File: src/rtl/lif_neuron_scheduler.sv
// lif_neuron_scheduler: time-multiplexed leaky integrate-and-fire update of NUM_NEURONS membranes
// with one shared datapath, one-cycle-latency current fetch and a valid/ready spike stream.
module lif_neuron_scheduler #(
  parameter int                 NUM_NEURONS = 8,
  parameter int                 ADDR_W      = 3,
  parameter int                 LEAK_SHIFT  = 3,
  parameter logic signed [15:0] THRESHOLD   = 16'sd100,
  parameter logic signed [15:0] V_RESET     = 16'sd0
) (
  input  logic                     clk_i,
  input  logic                     rst_ni,
  input  logic                     step_i,
  output logic                     busy_o,
  output logic                     done_o,
  output logic                     cur_rd_o,
  output logic [ADDR_W-1:0]        cur_addr_o,
  input  logic signed [15:0]       cur_data_i,
  output logic                     spike_valid_o,
  input  logic                     spike_ready_i,
  output logic [ADDR_W-1:0]        spike_id_o,
  output logic [ADDR_W:0]          spike_count_o,
  input  logic [ADDR_W-1:0]        dbg_addr_i,
  output logic signed [15:0]       dbg_v_o
);
  typedef enum logic [2:0] {IDLE, FETCH, UPDATE, EMIT, DONE} state_t;
  state_t              state_q, state_d;
  logic [ADDR_W-1:0]   idx_q, idx_d, spike_id_q, spike_id_d;
  logic [ADDR_W:0]     cnt_q, cnt_d;
  logic signed [15:0]  v_q [NUM_NEURONS];
  logic signed [15:0]  v_cur, sat, v_wd;
  logic signed [17:0]  v_ext, c_ext, s;
  logic                v_we, fire, adv, last;
  assign v_cur = v_q[idx_q];
  assign v_ext = {{2{v_cur[15]}}, v_cur};
  assign c_ext = {{2{cur_data_i[15]}}, cur_data_i};
  // 18 bits hold v - leak + current without overflow, so clamping afterwards is exact
  assign s     = v_ext - (v_ext >>> LEAK_SHIFT) + c_ext;
  assign sat   = s > 18'sd32767 ? 16'sh7fff : s < -18'sd32768 ? 16'sh8000 : s[15:0];
  assign fire  = sat >= THRESHOLD;
  assign last  = idx_q == ADDR_W'(NUM_NEURONS - 1);
  always_comb begin
    state_d    = state_q;
    idx_d      = idx_q;
    spike_id_d = spike_id_q;
    cnt_d      = cnt_q;
    v_we       = 1'b0;
    v_wd       = sat;
    adv        = 1'b0;
    case (state_q)
      IDLE:    if (step_i) begin
                 idx_d   = '0;
                 cnt_d   = '0;
                 state_d = FETCH;
               end
      FETCH:   state_d = UPDATE;
      UPDATE:  begin
                 v_we = 1'b1;
                 if (fire) begin
                   v_wd       = V_RESET;
                   spike_id_d = idx_q;
                   state_d    = EMIT;
                 end else adv = 1'b1;
               end
      EMIT:    if (spike_ready_i) begin
                 cnt_d = cnt_q + 1'b1;
                 adv   = 1'b1;
               end
      DONE:    state_d = IDLE;
      default: state_d = IDLE;
    endcase
    if (adv) begin
      state_d = last ? DONE : FETCH;
      idx_d   = last ? idx_q : idx_q + 1'b1;
    end
  end
  always_ff @(posedge clk_i or negedge rst_ni) begin
    if (!rst_ni) begin
      state_q    <= IDLE;
      idx_q      <= '0;
      spike_id_q <= '0;
      cnt_q      <= '0;
      for (int i = 0; i < NUM_NEURONS; i++) v_q[i] <= V_RESET;
    end else begin
      state_q    <= state_d;
      idx_q      <= idx_d;
      spike_id_q <= spike_id_d;
      cnt_q      <= cnt_d;
      if (v_we) v_q[idx_q] <= v_wd;
    end
  end
  assign busy_o        = state_q != IDLE;
  assign done_o        = state_q == DONE;
  assign cur_rd_o      = state_q == FETCH;
  assign cur_addr_o    = idx_q;
  assign spike_valid_o = state_q == EMIT;
  assign spike_id_o    = spike_id_q;
  assign spike_count_o = cnt_q;
  assign dbg_v_o       = v_q[dbg_addr_i];
endmodule

File: config.mk
export PLATFORM = sky130hd
export DESIGN_NAME = lif_neuron_scheduler
export DESIGN_NICKNAME = d
export VERILOG_FILES = /design/src/rtl/lif_neuron_scheduler.sv
export SDC_FILE = /design/constraint.sdc
export NUM_CORES = 1
export LEC_CHECK = 0
export ABC_AREA = 1
export CELL_PAD_IN_SITES_DETAIL_PLACEMENT = 1
export CELL_PAD_IN_SITES_GLOBAL_PLACEMENT = 1
export CORE_MARGIN = 2
export CORE_UTILIZATION = 45
export CTS_CLUSTER_DIAMETER = 40
export DETAILED_ROUTE_END_ITERATION = 8
export PLACE_DENSITY_LB_ADDON = 0.1
export SKIP_LAST_GASP = 1
export SLEW_MARGIN = 15
export SYNTH_ARGS = -nofsm -noshare
export SYNTH_HDL_FRONTEND = slang
export SYNTH_SLANG_ARGS = --single-unit
File: constraint.sdc
create_clock -name clk_i -period 4.95 [get_ports clk_i]
set_input_delay 0.495 -clock clk_i [delete_from_list [all_inputs] [get_ports clk_i]]
set_output_delay 0.495 -clock clk_i [all_outputs]
set_load 0.1 [all_outputs]
# Yosys cells after proc, flatten, opt, wreduce, memory -nomap -nowiden
# Index checks and enable logic that the tools add are counted.
# W data, S select, Z words.
# word_totals
regBits	141
inputBits	23
# op_classes
add_sub_neg	4
n_lt_le_gt_ge	6
n_eq_ne	11
n_mux	29
bitwise	2
n_reduce_logical	10
# ops
op	count
$mux W16	9
$bwmux W128	1
$bmux W16 S3	2
$demux W16 S3	1
$mux W3	8
$add A17 B16 Y18	1
$gt A18 B16 Y1 const B	1
$lt A18 B16 Y1 const B	1
$sub A16 B13 Y17	1
$ge A16 B8 Y1 const B	1
$pmux W3 S4	1
$reduce_and A3 Y1	3
$ge A4 B4 Y1 const B	2
$mux W4	2
$not A3 Y4	2
$pmux W4 S2	1
$eq A3 B2 Y1 const B	2
$eq A3 B3 Y1 const B	2
$ne A3 B3 Y1 const B	2
$reduce_bool A2 Y1	3
$add A4 B1 Y4 const B	1
$lt A4 B1 Y1 const B	1
$ne A2 B1 Y1 const B	2
$ne A2 B2 Y1 const B	2
other kinds (8)	10

# Logic depth before layout (Yosys ltp)
# logic_depth
ltp_word	14
ltp_mapped	34
ltp_nobuf	34

# Least setup slack after synthesis
# OpenSTA, ideal clock, no wires.
# synth_timing
kind	register to register
start	reg idx_q[2] (netlist: cur_addr_o[2])
end	reg v_q[5] in the netlist's numbering
arrival_time_ps	4950
required_ps	4817
path_slack_ps	-133
stages_incl_launch_ff	33
path_buffers	2
period_less_slack_ps	5083
cell_sequence	dfrtp_1 -> inv_1 -> nor3_2 -> inv_1 -> o2bb2ai_1 -> a211oi_1 -> nand4_1 -> inv_1 -> fa_1 -> inv_1 -> fa_1 -> inv_1 -> nand3_1 -> nand2_1 -> nand2_1 -> nand2_1 -> nand2_1 -> nand2_1 -> nand2_1 -> nand2_1 -> nand2_1 -> nand2_4 -> buf_6 -> nand2_1 -> nor2_1 -> nand2_1 -> nand3_2 -> nand2_4 -> inv_2 -> nand2_8 -> buf_12 -> nand2_4 -> o21ai_1
# synth_between
elab_chain_len	13
# synth_rtl
element	line	rtl
start: declaration	27	logic [ADDR_W-1:0] idx_q, idx_d, spike_id_q, spike_id_d;
start signal: assignment	85	idx_q <= idx_d;
$not A3 Y4 (implied by the code) (*)	33, 88	
$bmux W16 S3	33	assign v_cur = v_q[idx_q];
$mux W16 (implied by the code) (2 in a row)	33	
$sub A16 B13 Y17	37	assign s = v_ext - (v_ext >>> LEAK_SHIFT) + c_ext;
$add A17 B16 Y18	37	
$lt A18 B16 Y1	38	assign sat = s > 18'sd32767 ? 16'sh7fff : s < -18'sd32768 ? 16'sh8000 : s[15:0];
$mux W16 (2 in a row)	38	
$ge A16 B8 Y1	39	assign fire = sat >= THRESHOLD;
$mux W16	58	if (fire) begin
$mux W16	49	case (state_q)
$bwmux W128 (*)	88	if (v_we) v_q[idx_q] <= v_wd;
end signal: indexed assignment	88	
end: declaration	29	logic signed [15:0] v_q [NUM_NEURONS];
# Mark *: on every way between the ends. The rest lies on a longest branch, timed or not. The select of a mux whose other input is x is not followed.
# A chain may end at the register's enable or synchronous reset.

# Worst setup path after layout
# layout_timing
start	reg idx_q[2] (netlist: cur_addr_o[2])
end	reg v_q[35] in the netlist's numbering
# The elaborated chain is that of the path after synthesis.

==> impl_metrics.ini <==
[clock_network]
postCtsHoldBufs = 0
htreeDepth = 4
cts_buffer_depth = 2
clk_latency_ns = 0.43
cts-root-buf = clkbuf_16
cts_tree = built
cts_buffers = 17
clk_pin_slew_ns = 0.06
cts_sinks = 141

[placement]
io_buffers = 52
pre_cts_ws_ns = -0.08611
place_area_sq_um = 10000
hpwl_mm = 20.95
gp_congestion = 0.8708

[setup_path]
worst-path-buf-inv = 9
cp.arrival_ns = 5.30
r2r-end = v_q[35]
cp-start-kind = flip-flop
worstPathRequired_ns = 5.26
ff2ff_setup_slack_ns = -0.04
crit_type = flip-flop to flip-flop
end_kind = flip-flop
reg2regPathDepth = 32
critical_path.slowest_cell = dfrtp_2
slowest_delay_ns = 0.45
worstReg2RegStart = cur_addr_o[2]
crit_fanout = 8
cp_top_family = simple AND/OR/NAND/NOR gates

[routing]
drc = 0
drt_wl_total_mm = 35.01
drt-pass1-iter-count = 5
final_antenna_net_count = 0
drt-vias-per-instance = 5.815
vias = 9106
drt-initial-drc-count = 746
wire_per_inst_um = 22.36

[layout]
regArea_sq_um = 3532
fin_area_sq_um = 11400
final_cell_mix = nand2_1, o21ai_0, inv_1
final_common_cell = nand2_1
postLayoutCoreUtil_pct = 58.78
n_fill_cell = 2411
layout.nets = 1350
drive_above_1_share_pct = 19.29
multi_input_comb_area_sq_um = 4915
areaGrowthSynthToFinish_pct = 29.00
diodes = 0

[global_routing]
grt_antenna_before_repair = 0
grt_pass1_vias = 9132
grt_use_total_pct = 32.14
grt_max_degree = 81
grt_pass1_wl_mm = 50.16
globalRouteOverflowTotal = 0

[timing]
hold_viol = 0
max_freq_ghz = 0.2004
fin_crit_ns = 4.991
setup_viol = 1
fin_setup_tns_ns = -0.04102
relSlewSlack_pct = 24.40
finalMaxSlewViolations = 0
worst_slack_ns = -0.04102
finalCritPeriodShare_pct = 100.8
worst_pin_slew_ns = 1.127
fin_skew_ns = 0.01333

[logic_synthesis]
syn-num-nets = 1246
yosysWarnings = 0
synth_edf_count = 0
async_flop_share_pct = 100.0
syn_area_per_cell_sq_um = 7.460
netlist_instances = 1185
synth_area_sq_um = 8840
synthFlopType = dfrtp_1
ys_ff_latch = 141
ys_seq_area_share_pct = 39.92
ys_types = 45

[status]
status = complete, but fails checks
violations = setup timing

[floorplan]
rows = 51
io_pins = 53
start_util_pct = 45.57
die_width_um = 144.2
die_h_um = 144.2
coreArea_sq_um = 19400
die_area_sq_um = 20780

[hold_path]
hold_path.class = primary input to asynchronous set/reset pin

[flow_run]
max-cap-violations = 0
worst register-to-register path: cells and delay by family, from the launching register on:
kind	cells	cell delay, ns
buffers and inverters	9	1.15
and+or+nand+nor	17	1.91
DFF	1	0.45
adders and majority gates	3	0.87
AOI/OAI and AO/OA	3	0.51
sequential cells by signal (all words and copies together), names as in the netlist:
signal	flops
state_q	3
spike_count_o	4
spike_id_o	3
cur_addr_o	3
v_q	128
cells in the mapped netlist (all sizes together) (2+ instances only):
| master | n | area (sq um) |
|---|---|---|
| nor2 | 65 | 244.0 |
| clkbuf | 49 | 183.9 |
| ha | 23 | 287.8 |
| xnor2 | 5 | 43.79 |
| inv | 158 | 593.1 |
| or2 | 2 | 12.52 |
| clkinv | 2 | 7.510 |
| nand4 | 9 | 56.30 |
| nand2 | 328 | 1308 |
| a31oi | 17 | 106.4 |
| a21oi | 44 | 220.2 |
| fa | 15 | 300.3 |
| o211ai | 10 | 75.07 |
| and2 | 2 | 12.51 |
| buf | 6 | 46.29 |
| nand3 | 20 | 110.1 |
| dfrtp | 141 | 3528 |
| o2bb2ai | 10 | 87.58 |
| o2111ai | 4 | 35.03 |
| a221oi | 18 | 157.7 |
| a22oi | 8 | 60.06 |
| o21ai | 206 | 1069 |
| nor3 | 14 | 80.08 |
| xor2 | 7 | 61.31 |
| o22ai | 13 | 81.33 |
cell families after synthesis:
logic type                 after synthesis  share of synthesized area, %
adders and majority gates               38                         6.653
AOI/OAI and AO/OA                      335                         21.87
buffers and inverters                  215                         9.398
and+or+nand+nor                        443                         20.86
DFF                                    141                         39.92
muxes                                    1                        0.1132
xor gates and xnor gates                12                         1.189
per-layer routing:
| metal | global-route usage [%] | up-vias | wire length, um |
|---|---|---|---|
| met5 | 0 | - | 0 |
| met4 | 16.15 | 0 | 1713 |
| met3 | 4.570 | 107 | 1956 |
| met2 | 52.06 | 339 | 16610 |
| met1 | 42.29 | 4523 | 14730 |
| li1 | - | 4137 | - |
metrics by stage:
step	cells	hold slack, ns
finish	1566	0.1072
global route	1566	0.1702
CTS	1544	0.1436
detailed placement	1505	0.4739
global placement	1505	0.4669
floorplan	1185	0.1994
area by class of cell:
type	instances	share of cell area, %
multi-input combinational	831	43.10
sequential	141	30.97
timing repair buffer	138	12.09
inverter	160	5.464
clock buffer	22	4.071
tap	265	2.908
clock inverter	9	1.393
worst max path at each step:
stage,startpoint,endpoint,slack [ns],cells past startpoint
floorplan,cur_addr_o[2],v_q[5],0.22,32
global placement,cur_addr_o[0],v_q[103],0.12,32
detailed placement,cur_addr_o[1],v_q[66],-0.09,30
CTS,cur_addr_o[1],v_q[35],0.01,30
global route,cur_addr_o[0],v_q[35],-0.25,33
finish,cur_addr_o[2],v_q[35],-0.04,32
repair_timing:
| item | in CTS | in global routing |
|---|---|---|
| setup endpoints to repair | 124 | 129 |
| gates resized for setup | 13 | 109 |
| buffers inserted | 8 | 19 |
| pin swaps | 4 | 34 |
| cloned | 0 | 4 |
Power is not shown: default switching activity piles up to over one toggle a cycle in this logic, so the estimate is an artifact.
